`src/rtl/qos_wrr_scheduler.sv`:
```
// Weighted round-robin egress scheduler draining four class FIFOs into one stream.
// Optional per-class grant counters are enabled by defining QOS_GRANT_CNT_EN.
module qos_wrr_scheduler #(
    parameter int DATA_W         = 12,
    parameter int WEIGHT_W       = 4,
    parameter int DEFAULT_WEIGHT = 1
) (
    input  logic                clk,
    input  logic                reset,
    input  logic                init,
    input  logic [WEIGHT_W-1:0] weight0,
    input  logic [WEIGHT_W-1:0] weight1,
    input  logic [WEIGHT_W-1:0] weight2,
    input  logic [WEIGHT_W-1:0] weight3,
    input  logic [3:0]          fifo_empty,
    input  logic [DATA_W-1:0]   fifo_data0,
    input  logic [DATA_W-1:0]   fifo_data1,
    input  logic [DATA_W-1:0]   fifo_data2,
    input  logic [DATA_W-1:0]   fifo_data3,
    input  logic                dest_almost_full,
    output logic [3:0]          pop,
    output logic [DATA_W-1:0]   data_out,
    output logic                valid_out,
    output logic [1:0]          grant_idx,
    output logic                active_out,
    output logic                idle_out,
    input  logic                req,
    input  logic [2:0]          idx,
    output logic                cnt_valid,
    output logic [7:0]          cnt_data
);

    typedef enum logic [1:0] {ST_RESET, ST_INIT, ST_IDLE, ST_ACTIVE} state_t;

    state_t              state;
    logic [WEIGHT_W-1:0] weight [4];
    logic [WEIGHT_W-1:0] credit [4];
    logic [WEIGHT_W-1:0] weight_in [4];
    logic [DATA_W-1:0]   fifo_data [4];
    logic [1:0]          ptr;
    logic                inflight;
    logic [1:0]          inflight_idx;

    logic                sched_en;
    logic                found;
    logic [1:0]          sel;
    logic [1:0]          cand;
    logic                grant;
    logic                reload;

    assign weight_in[0] = weight0;
    assign weight_in[1] = weight1;
    assign weight_in[2] = weight2;
    assign weight_in[3] = weight3;
    assign fifo_data[0] = fifo_data0;
    assign fifo_data[1] = fifo_data1;
    assign fifo_data[2] = fifo_data2;
    assign fifo_data[3] = fifo_data3;

    assign sched_en = (state == ST_ACTIVE) && !init && !dest_almost_full;

    // Circular search from ptr for the first non-empty class that still has credit.
    always_comb begin
        found = 1'b0;
        sel   = ptr;
        cand  = ptr;
        for (int k = 0; k < 4; k++) begin
            cand = ptr + 2'(k);
            if (!found && !fifo_empty[cand] && (credit[cand] != '0)) begin
                found = 1'b1;
                sel   = cand;
            end
        end
    end

    assign grant  = sched_en && found;
    assign reload = sched_en && !found && (fifo_empty != 4'hF);
    assign pop    = grant ? (4'b0001 << sel) : 4'b0000;

    always_ff @(posedge clk or posedge reset) begin
        if (reset) begin
            state      <= ST_RESET;
            active_out <= 1'b0;
            idle_out   <= 1'b0;
            ptr        <= 2'd0;
            for (int i = 0; i < 4; i++) begin
                weight[i] <= WEIGHT_W'(DEFAULT_WEIGHT);
                credit[i] <= WEIGHT_W'(DEFAULT_WEIGHT);
            end
        end else begin
            case (state)
                ST_RESET: begin
                    if (init) begin
                        state <= ST_INIT;
                    end else begin
                        state    <= ST_IDLE;
                        idle_out <= 1'b1;
                    end
                end
                ST_INIT: begin
                    for (int i = 0; i < 4; i++) begin
                        weight[i] <= weight_in[i];
                        credit[i] <= weight_in[i];
                    end
                    ptr <= 2'd0;
                    if (!init) begin
                        state    <= ST_IDLE;
                        idle_out <= 1'b1;
                    end
                end
                ST_IDLE: begin
                    if (init) begin
                        state    <= ST_INIT;
                        idle_out <= 1'b0;
                    end else if (fifo_empty != 4'hF) begin
                        state      <= ST_ACTIVE;
                        idle_out   <= 1'b0;
                        active_out <= 1'b1;
                    end
                end
                ST_ACTIVE: begin
                    if (init) begin
                        state      <= ST_INIT;
                        active_out <= 1'b0;
                    end else if ((fifo_empty == 4'hF) && !inflight) begin
                        state      <= ST_IDLE;
                        active_out <= 1'b0;
                        idle_out   <= 1'b1;
                    end
                    // The pointer stays on a class until its credit runs out.
                    if (grant) begin
                        credit[sel] <= credit[sel] - WEIGHT_W'(1);
                        ptr         <= (credit[sel] == WEIGHT_W'(1)) ? sel + 2'd1 : sel;
                    end else if (reload) begin
                        for (int i = 0; i < 4; i++) begin
                            credit[i] <= weight[i];
                        end
                    end
                end
                default: state <= ST_RESET;
            endcase
        end
    end

    // FIFO read data arrives the cycle after pop and is registered onto the egress port.
    always_ff @(posedge clk or posedge reset) begin
        if (reset) begin
            inflight     <= 1'b0;
            inflight_idx <= 2'd0;
            data_out     <= '0;
            valid_out    <= 1'b0;
            grant_idx    <= 2'd0;
        end else begin
            inflight <= grant;
            if (grant) begin
                inflight_idx <= sel;
            end
            valid_out <= inflight;
            if (inflight) begin
                data_out  <= fifo_data[inflight_idx];
                grant_idx <= inflight_idx;
            end
        end
    end

`ifdef QOS_GRANT_CNT_EN
    logic [7:0] grant_cnt [4];
    logic [9:0] cnt_sum;
    logic [7:0] cnt_rd;

    always_comb begin
        cnt_sum = 10'(grant_cnt[0]) + 10'(grant_cnt[1]) + 10'(grant_cnt[2]) + 10'(grant_cnt[3]);
        cnt_rd  = 8'd0;
        if (idx < 3'd4) begin
            cnt_rd = grant_cnt[idx[1:0]];
        end else if (idx == 3'd4) begin
            cnt_rd = (cnt_sum > 10'd255) ? 8'hFF : cnt_sum[7:0];
        end
    end

    always_ff @(posedge clk or posedge reset) begin
        if (reset) begin
            for (int i = 0; i < 4; i++) begin
                grant_cnt[i] <= 8'd0;
            end
            cnt_valid <= 1'b0;
            cnt_data  <= 8'd0;
        end else begin
            if (state == ST_INIT) begin
                for (int i = 0; i < 4; i++) begin
                    grant_cnt[i] <= 8'd0;
                end
            end else if (valid_out && (grant_cnt[grant_idx] != 8'hFF)) begin
                grant_cnt[grant_idx] <= grant_cnt[grant_idx] + 8'd1;
            end
            cnt_valid <= req;
            if (req) begin
                cnt_data <= cnt_rd;
            end
        end
    end
`else
    logic unused_cnt_inputs;

    assign unused_cnt_inputs = ^{req, idx};
    assign cnt_valid         = 1'b0;
    assign cnt_data          = 8'd0;
`endif

endmodule

```
`config.mk`:
```
export PLATFORM = sky130hd
export DESIGN_NAME = qos_wrr_scheduler
export DESIGN_NICKNAME = d
export VERILOG_FILES = /design/src/rtl/qos_wrr_scheduler.sv
export SDC_FILE = /design/constraint.sdc
export NUM_CORES = 1
export LEC_CHECK = 0
export ABC_AREA = 1
export CAP_MARGIN = 20
export CORE_UTILIZATION = 40
export DETAILED_ROUTE_END_ITERATION = 10
export PLACE_DENSITY = 0.82
export SLEW_MARGIN = 5
export SYNTH_ARGS = -nofsm -noshare
export SYNTH_HDL_FRONTEND = slang
export SYNTH_SLANG_ARGS = --single-unit
```
`constraint.sdc`:
```
create_clock -name clk -period 3.2 [get_ports clk]
set_input_delay 0.96 -clock clk [delete_from_list [all_inputs] [get_ports clk]]
set_output_delay 0.96 -clock clk [all_outputs]
set_load 0.01 [all_outputs]
```
==> results of run 1 <==
==> cells in the final DEF, fill, tap and decap left out, drive strengths merged, types with 2 or more instances in the layout <==
cell type      instances
nor2                  91
o221ai                 3
dfrtp                 48
nor3                   2
inv                   43
o31ai                  2
clkdlybuf4s50         84
clkinv                 2
ha                    10
nand3                 33
nand4                  8
clkbuf                 7
dfstp                  8
conb                   9
o21ai                 55
nand2                173
a31oi                 12
a21oi                 21
o211ai                 8
buf                   90
==> power groups by stage <==
| stage | combinational (mW) | clock [mW] | sequential, mW |
|---|---|---|---|
| finish | 6.14 | 0.382 | 1.35 |
| global route | 6.60 | 0.423 | 1.39 |
| CTS | 5.16 | 0.392 | 1.33 |
| detailed placement | 4.68 | 0 | 1.34 |
| global placement | 4.50 | 0 | 1.33 |
| floorplan | 2.97 | 0 | 1.31 |
==> through the flow <==
stage / power (mW) / worst slack [ns] / setup TNS (ns) / cells
floorplan: 4.28 / -0.0324 / -0.0847 / 564
global placement: 5.83 / -1.03 / -8.67 / 814
detailed placement: 6.02 / -1.10 / -10.19 / 814
CTS: 6.88 / -0.231 / -0.841 / 833
global route: 8.41 / -0.323 / -2.99 / 842
finish: 7.87 / -0.239 / -0.919 / 842
==> area by class of cell <==
type | instances | area, um2 | share of cell area
multi-input cells | 431 | 2470 | 0.419
repair buffers | 174 | 1580 | 0.269
flip-flops and latches | 56 | 1410 | 0.239
inverters | 44 | 188 | 0.0318
well taps | 129 | 161 | 0.0274
clock buffers | 7 | 76.3 | 0.0129
clock inverters | 1 | 5.00 | 0.000849
==> worst max-delay path, delay by kind of cell <==
family	cells	cell delay, ns
simple gates	10	0.84
buf+inv	4	0.37
fa+ha+maj	1	0.18
compound gates	1	0.14
==> routing by layer <==
layer,routed length (um),vias up,global-route usage
li1,-,2102,-
met1,5240,2098,0.316
met2,6660,176,0.448
met3,635,55,0.0304
met4,547,0,0.107
met5,0,-,0
==> flip-flops by register name, indices dropped and copies added, names as in the netlist <==
name,flops
credit,16
weight,16
data_out,12
grant_idx,2
inflight_idx,2
ptr,2
state,2
active_out,1
idle_out,1
inflight,1
valid_out,1
==> synthesized netlist by cell type, drive strengths merged <==
cell type,number
nor2,91
a31oi,12
o221ai,3
ha,10
and2,1
nand4,8
a21oi,21
o21ai,55
buf,16
nor3,2
xor2,1
conb,1
dfstp,8
o211ai,8
nor4,1
clkbuf,17
nand2,173
inv,44
o31ai,2
dfrtp,48
o22ai,1
nand3,33
==> final timing paths <==
check | startpoint | end | slack [ns] | depth (start not counted)
max in group asynchronous | reset | weight[4] | 1.59 | 3
max | fifo_empty[0] | pop[2] | -0.24 | 16
min | weight[12] | weight[12] | 0.47 | 2
max reg2reg | ptr[0] | credit[3] | -0.04 | 24
min reg2reg | weight[12] | weight[12] | 0.47 | 2
min in group asynchronous | reset | credit[2] | 0.99 | 2
==> repair_timing <==
item | in CTS | in global routing
setup endpoints to repair | 13 | 14
pin swaps | 27 | 24
cloned | 0 | 0
buffers inserted | 11 | 10
endpoints found under the hold margin | 0 | 0
resized for setup | 75 | 45
==> cells by family after synthesis <==
| family | Yosys count |
|---|---|
| compound gates | 102 |
| xor+xnor | 1 |
| fa+ha+maj | 10 |
| buf+inv | 77 |
| flops | 56 |
| other cells | 1 |
| simple gates | 309 |
==> summary.md, run 1 <==
| Metric | Value |
|---|---|
| Run status | finished with violations |
| Violated checks | setup timing |
| Gpl congestion | 0.935 |
| I/O pin cnt | 106 |
| H-tree lvl count | 2 |
| Initial antenna violation count | 0 |
| Worst slew pin tran | 0.963 ns |
| Number of filler instances in the final layout | 762 |
| N_diodes | 0 |
| Post-route core utilization | 0.629 |
| Largest area contributor in the netlist | sky130_fd_sc_hd__dfrtp_1 |
| Cells along the critical path | buf_8, buf_6, o21ai_4, nand3_2, nand2_4, nand2_4, nand3_2, nand2_1, nand2_2, nand2_2, nand2_2, nand2_4, ha_4, nand2_2, inv_2, buf_6 |
| Share of post-route cells with drive strength above 1 | 0.306 |
| CP Data Required Time | 2.24 ns |
| Post-synthesis register bit count | 56 |
| Yosys top cell area share | 0.305 |
| Average instance area after synthesis | 7.08 um2 |
| Total net switching power | 4.03 mW |
| Cell variety after synth | 37 |
| CTS root buffer | sky130_fd_sc_hd__clkbuf_8 |
| Setup repair after global routing missed its margin | yes |
| Final slew viol count | 0 |
| Bufs on Longest Clock Path | 2 |
| Critical path arrival | 2.48 ns |
| Core Box Area | 9370 um2 |
| Peak supply drop | 0.836 mV |
| Initial standard-cell utilization of the core | 0.420 |
| Source-to-sink clock delay at the later pin of the worst-skew pair | 0.32 ns |
| Share of total power in the clock network | 0.049 |
| Type of origin of the critical path | input port |
| Count of max-cap constraint violations | 0 |
| WL/cell | 15.5 um |
| Number of buffers inserted for hold repair after clock tree synthesis | 0 |
| First-pass GRT wire length | 20600 um |
| Remaining design rule violation count | 0 |
| Die X | 101 um |
| Number of iterations in the first detailed-routing pass | 5 |
| Simple logic cell fraction of the synthesized area | 0.364 |
| Sequential group share of total power | 0.171 |
| Cell at the slowest stage of the critical path | sky130_fd_sc_hd__ha_4 |
| Xor/xnor share of the synthesized area | 0.00413 |
| Detail Route Antenna Nets | 0 |
| Yosys synthesis warning count | 0 |
| Mux share of post-synthesis cell area | 0 |
| Leading cell types by total area after synthesis | sky130_fd_sc_hd__dfrtp_1 (30%), sky130_fd_sc_hd__nand2_1 (14%), sky130_fd_sc_hd__nor2_1 (8.3%), sky130_fd_sc_hd__dfstp_2 (5.3%), sky130_fd_sc_hd__o21ai_0 (5.0%) |
| Highest achievable clock rate | 291 MHz |
| Min-delay worst type | reg -> reg |
| Final Cell Area | 5900 um2 |
| Number of clock buffers inserted by TritonCTS | 5 |
| Combinational fraction of design power | 0.780 |
| Setup crit end kind | output port |
| Biggest fanout along the worst timing path | 5 |
| TritonCTS clock tree | built |
| DR vias | 4431 |
| Pwr per Cell Area | 1330 nW/um2 |
| Clock-pin slew on the worst setup and hold paths | 0.09 ns |
| Post-synthesis cell area | 3940 um2 |
| Iteration-0 DRC Markers | 462 |
| Floorplan die area | 10200 um2 |
| Gate count after technology mapping | 556 |
| Vertical extent of the die | 101 um |
| Max stage delay on crit path | 0.18 ns |
| Max_slew headroom | 0.358 |
| Adder-cell share of the synthesized area | 0.0318 |
| Detailed Route WL | 13100 um |
| Clock Skew | 0.00922 ns |
| IO Port Bufs | 92 |
| Worst Hold Slack | 0.472 ns |
| Nets@finish | 798 |
| Signed area change from the synthesized netlist to the final layout | 49.7% |
| Global-route usage over all layers | 0.255 |
| Hold Fails Final Rpt | 0 |
| Site Rows | 35 |
| Placement Cell Area | 5350 um2 |
| DR vias/cell | 5.26 |
| CTS Sinks | 56 |
| Smallest setup slack after layout | -0.239 ns |
| Final min period | 3.44 ns |
| Share of the clock period used by the worst path | 1.07 |
| Largest net degree at the start of global routing | 36 |
| Sequential fraction of the synthesis area | 0.358 |
| Fraction of the mapped netlist area in compound gates | 0.151 |
| Most common cell on crit path | sky130_fd_sc_hd__nand2_2 |
| Detailed placer's ending HPWL | 8980 um |
| Total of endpoints with negative setup slack in the final report | 5 |
| Critical path start-end classification | in -> out |
| Static leakage | 2.79 nW |
| Internal Dissipation | 3.84 mW |
| Sum of overflow across all layers after global routing | 0 |
| Fraction of power spent switching nets | 0.512 |
| Dominant combinational cell family by area after synthesis | simple AND/OR/NAND/NOR gates |
| Number of global-route vias before repair | 4303 |
Note: power is estimated with default switching activity, not from simulation.
==> run 2: changes to the inputs <==
--- a/config.mk
+++ b/config.mk
@@ -7,8 +7,10 @@
 export LEC_CHECK = 0
 export ABC_AREA = 1
 export CAP_MARGIN = 20
+export CORE_MARGIN = 2
 export CORE_UTILIZATION = 40
 export DETAILED_ROUTE_END_ITERATION = 10
+export HOLD_SLACK_MARGIN = 0.03
 export PLACE_DENSITY = 0.82
 export SLEW_MARGIN = 5
 export SYNTH_ARGS = -nofsm -noshare
==> summary.md, run 2 (synthesized netlist as in run 1, its figures left out) <==
| Metric | Value |
|---|---|
| TritonCTS clock tree | built |
| Detailed placer's ending HPWL | 9050 um |
| Sequential group share of total power | 0.183 |
| H-tree lvl count | 2 |
| Fraction of power spent switching nets | 0.505 |
| Detailed Route WL | 12200 um |
| Floorplan die area | 10700 um2 |
| CTS root buffer | sky130_fd_sc_hd__clkbuf_8 |
| CTS Sinks | 56 |
| Largest net degree at the start of global routing | 33 |
| Top library cells by usage in the layout, fill and taps aside | sky130_fd_sc_hd__nand2_1 (126), sky130_fd_sc_hd__nor2_1 (87), sky130_fd_sc_hd__clkdlybuf4s50_1 (84), sky130_fd_sc_hd__buf_4 (74), sky130_fd_sc_hd__dfrtp_1 (47) |
| Detail Route Antenna Nets | 0 |
| Hold Fails Final Rpt | 0 |
| Total of endpoints with negative setup slack in the final report | 4 |
| I/O pin cnt | 106 |
| Core Box Area | 9680 um2 |
| Setup repair after global routing missed its margin | yes |
| Number of clock buffers inserted by TritonCTS | 5 |
| Number of filler instances in the final layout | 832 |
| Signed area change from the synthesized netlist to the final layout | 47.5% |
| Most common library cell in the layout ignoring fill and taps | sky130_fd_sc_hd__nand2_1 |
| Global-route usage over all layers | 0.239 |
| CP Data Required Time | 2.24 ns |
| Number of global-route vias before repair | 4367 |
| Critical path start-end classification | in -> out |
| Nets@finish | 794 |
| Worst slew pin tran | 0.980 ns |
| Combinational fraction of design power | 0.761 |
| Remaining design rule violation count | 0 |
| IO Port Bufs | 92 |
| Share of post-route cells with drive strength above 1 | 0.288 |
| Run status | finished with violations |
| Initial standard-cell utilization of the core | 0.407 |
| DR vias | 4318 |
| Type of origin of the critical path | input port |
| Vertical extent of the die | 103 um |
| Static leakage | 2.75 nW |
| Highest achievable clock rate | 295 MHz |
| Min-delay worst type | reg -> reg |
| Share of the clock period used by the worst path | 1.06 |
| Clock-pin slew on the worst setup and hold paths | 0.10 ns |
| Critical path arrival | 2.43 ns |
| Share of total power in the clock network | 0.055 |
| First-pass GRT wire length | 20200 um |
| Initial antenna violation count | 0 |
| WL/cell | 14.5 um |
| Site Rows | 36 |
| Clock Skew | 0.00980 ns |
| Gpl congestion | 0.897 |
| Final slew viol count | 0 |
| Biggest fanout along the worst timing path | 5 |
| Biggest regs | credit: 16 flops, weight: 16 flops, data_out: 12 flops |
| Die X | 103 um |
| N_diodes | 0 |
| Number of iterations in the first detailed-routing pass | 5 |
| Placement Cell Area | 5360 um2 |
| Sum of overflow across all layers after global routing | 0 |
| Fin Setup TNS | -0.711 ns |
| Setup crit end kind | output port |
| DR vias/cell | 5.13 |
| Peak supply drop | 0.970 mV |
| Pwr per Cell Area | 1270 nW/um2 |
| Iteration-0 DRC Markers | 325 |
| Final Cell Area | 5810 um2 |
| Source-to-sink clock delay at the later pin of the worst-skew pair | 0.31 ns |
| Violated checks | setup timing |
| Final standard cell count with taps included and fillers excluded | 842 |
| Internal Dissipation | 3.66 mW |
| Total net switching power | 3.74 mW |
| Number of placed instances with taps included | 819 |
| Bufs on Longest Clock Path | 2 |
| Final min period | 3.39 ns |
| Smallest setup slack after layout | -0.188 ns |
| Max_slew headroom | 0.347 |
| Count of max-cap constraint violations | 0 |
## run 2: changes by cell type in the layout (fill, tap and decap cells not counted), sizes merged
cell    before  now
clkbuf       7    6
buf         90   86
inv         43   45
clkinv       2    1
## run 2: timing repair
| item | in CTS | in global routing |
|---|---|---|
| buffers inserted | 9 | 6 |
| resized for setup | 80 | 19 |
| hold buffers | 0 | 0 |
| pin swaps | 32 | 22 |
| endpoints found under the hold margin | 0 | 0 |
| endpoints found under the setup margin | 13 | 10 |
## run 2: worst max-delay path, stage by stage
cell,delay [ns]
sky130_fd_sc_hd__buf_6,0.10
sky130_fd_sc_hd__buf_6,0.10
sky130_fd_sc_hd__o21ai_4,0.14
sky130_fd_sc_hd__nand3_2,0.11
sky130_fd_sc_hd__nand2_2,0.12
sky130_fd_sc_hd__nand2_4,0.09
sky130_fd_sc_hd__nand3_2,0.06
sky130_fd_sc_hd__nand2_1,0.05
sky130_fd_sc_hd__nand2_2,0.09
sky130_fd_sc_hd__nand2_2,0.06
sky130_fd_sc_hd__nand2_2,0.08
sky130_fd_sc_hd__nand2_4,0.08
sky130_fd_sc_hd__ha_4,0.17
sky130_fd_sc_hd__nand2_2,0.07
sky130_fd_sc_hd__inv_2,0.04
sky130_fd_sc_hd__buf_6,0.11
## run 2: final timing paths
check | depth (start not counted) | slack [ns] | startpoint | end
hold reg to reg | 2 | 0.47 | weight[12] | weight[12]
max in group asynchronous | 3 | 1.53 | reset | credit[0]
hold / removal | 2 | 0.47 | weight[12] | weight[12]
min in group asynchronous | 2 | 1.01 | reset | data_out[2]
setup reg to reg | 23 | 0.19 | ptr[0] | credit[6]
setup / recovery | 16 | -0.19 | fifo_empty[0] | pop[3]
## run 2: cell type report
| class | instances | area [um2] | share of cell area |
|---|---|---|---|
| clock inverter | 2 | 13.8 | 0.00237 |
| sequential | 56 | 1410 | 0.243 |
| clock buffer | 6 | 82.6 | 0.0142 |
| timing repair buffer | 170 | 1530 | 0.263 |
| inverter | 44 | 183 | 0.0314 |
| multi-input combinational | 431 | 2420 | 0.417 |
| tap | 133 | 166 | 0.0286 |
## run 2: metrics by stage
| stage | setup WS [ns] | utilization | power, mW | hold slack [ns] |
|---|---|---|---|---|
| after floorplan | -0.0324 | - | 4.28 | 0.393 |
| after global placement | -1.05 | 0.554 | 5.84 | 0.453 |
| after detailed placement | -1.10 | 0.554 | 6.00 | 0.454 |
| after CTS | -0.203 | 0.587 | 6.86 | 0.470 |
| after global routing | -0.289 | 0.600 | 8.00 | 0.506 |
| final | -0.188 | 0.600 | 7.40 | 0.468 |
## run 2: layer usage
layer | vias up | global-route usage | wire, um
met2 | 134 | 0.416 | 6160
met3 | 35 | 0.0349 | 510
met5 | - | 0 | 0
li1 | 2083 | - | -
met1 | 2066 | 0.299 | 5180
met4 | 0 | 0.0962 | 378
## run 2: power by group through the flow
stage	Sequential, mW	Combinational [mW]	Clock, mW
floorplan	1.31	2.97	0
global placement	1.34	4.50	0
detailed placement	1.36	4.64	0
CTS	1.35	5.09	0.419
global route	1.40	6.15	0.454
finish	1.36	5.64	0.410
==> run 3: changes to the inputs <==
--- a/config.mk
+++ b/config.mk
@@ -12,7 +12,6 @@
 export DETAILED_ROUTE_END_ITERATION = 10
 export HOLD_SLACK_MARGIN = 0.03
 export PLACE_DENSITY = 0.82
-export SLEW_MARGIN = 5
 export SYNTH_ARGS = -nofsm -noshare
 export SYNTH_HDL_FRONTEND = slang
 export SYNTH_SLANG_ARGS = --single-unit
==> results of run 3 <==
Final layout, timing and power as in run 2 (identical DEF).
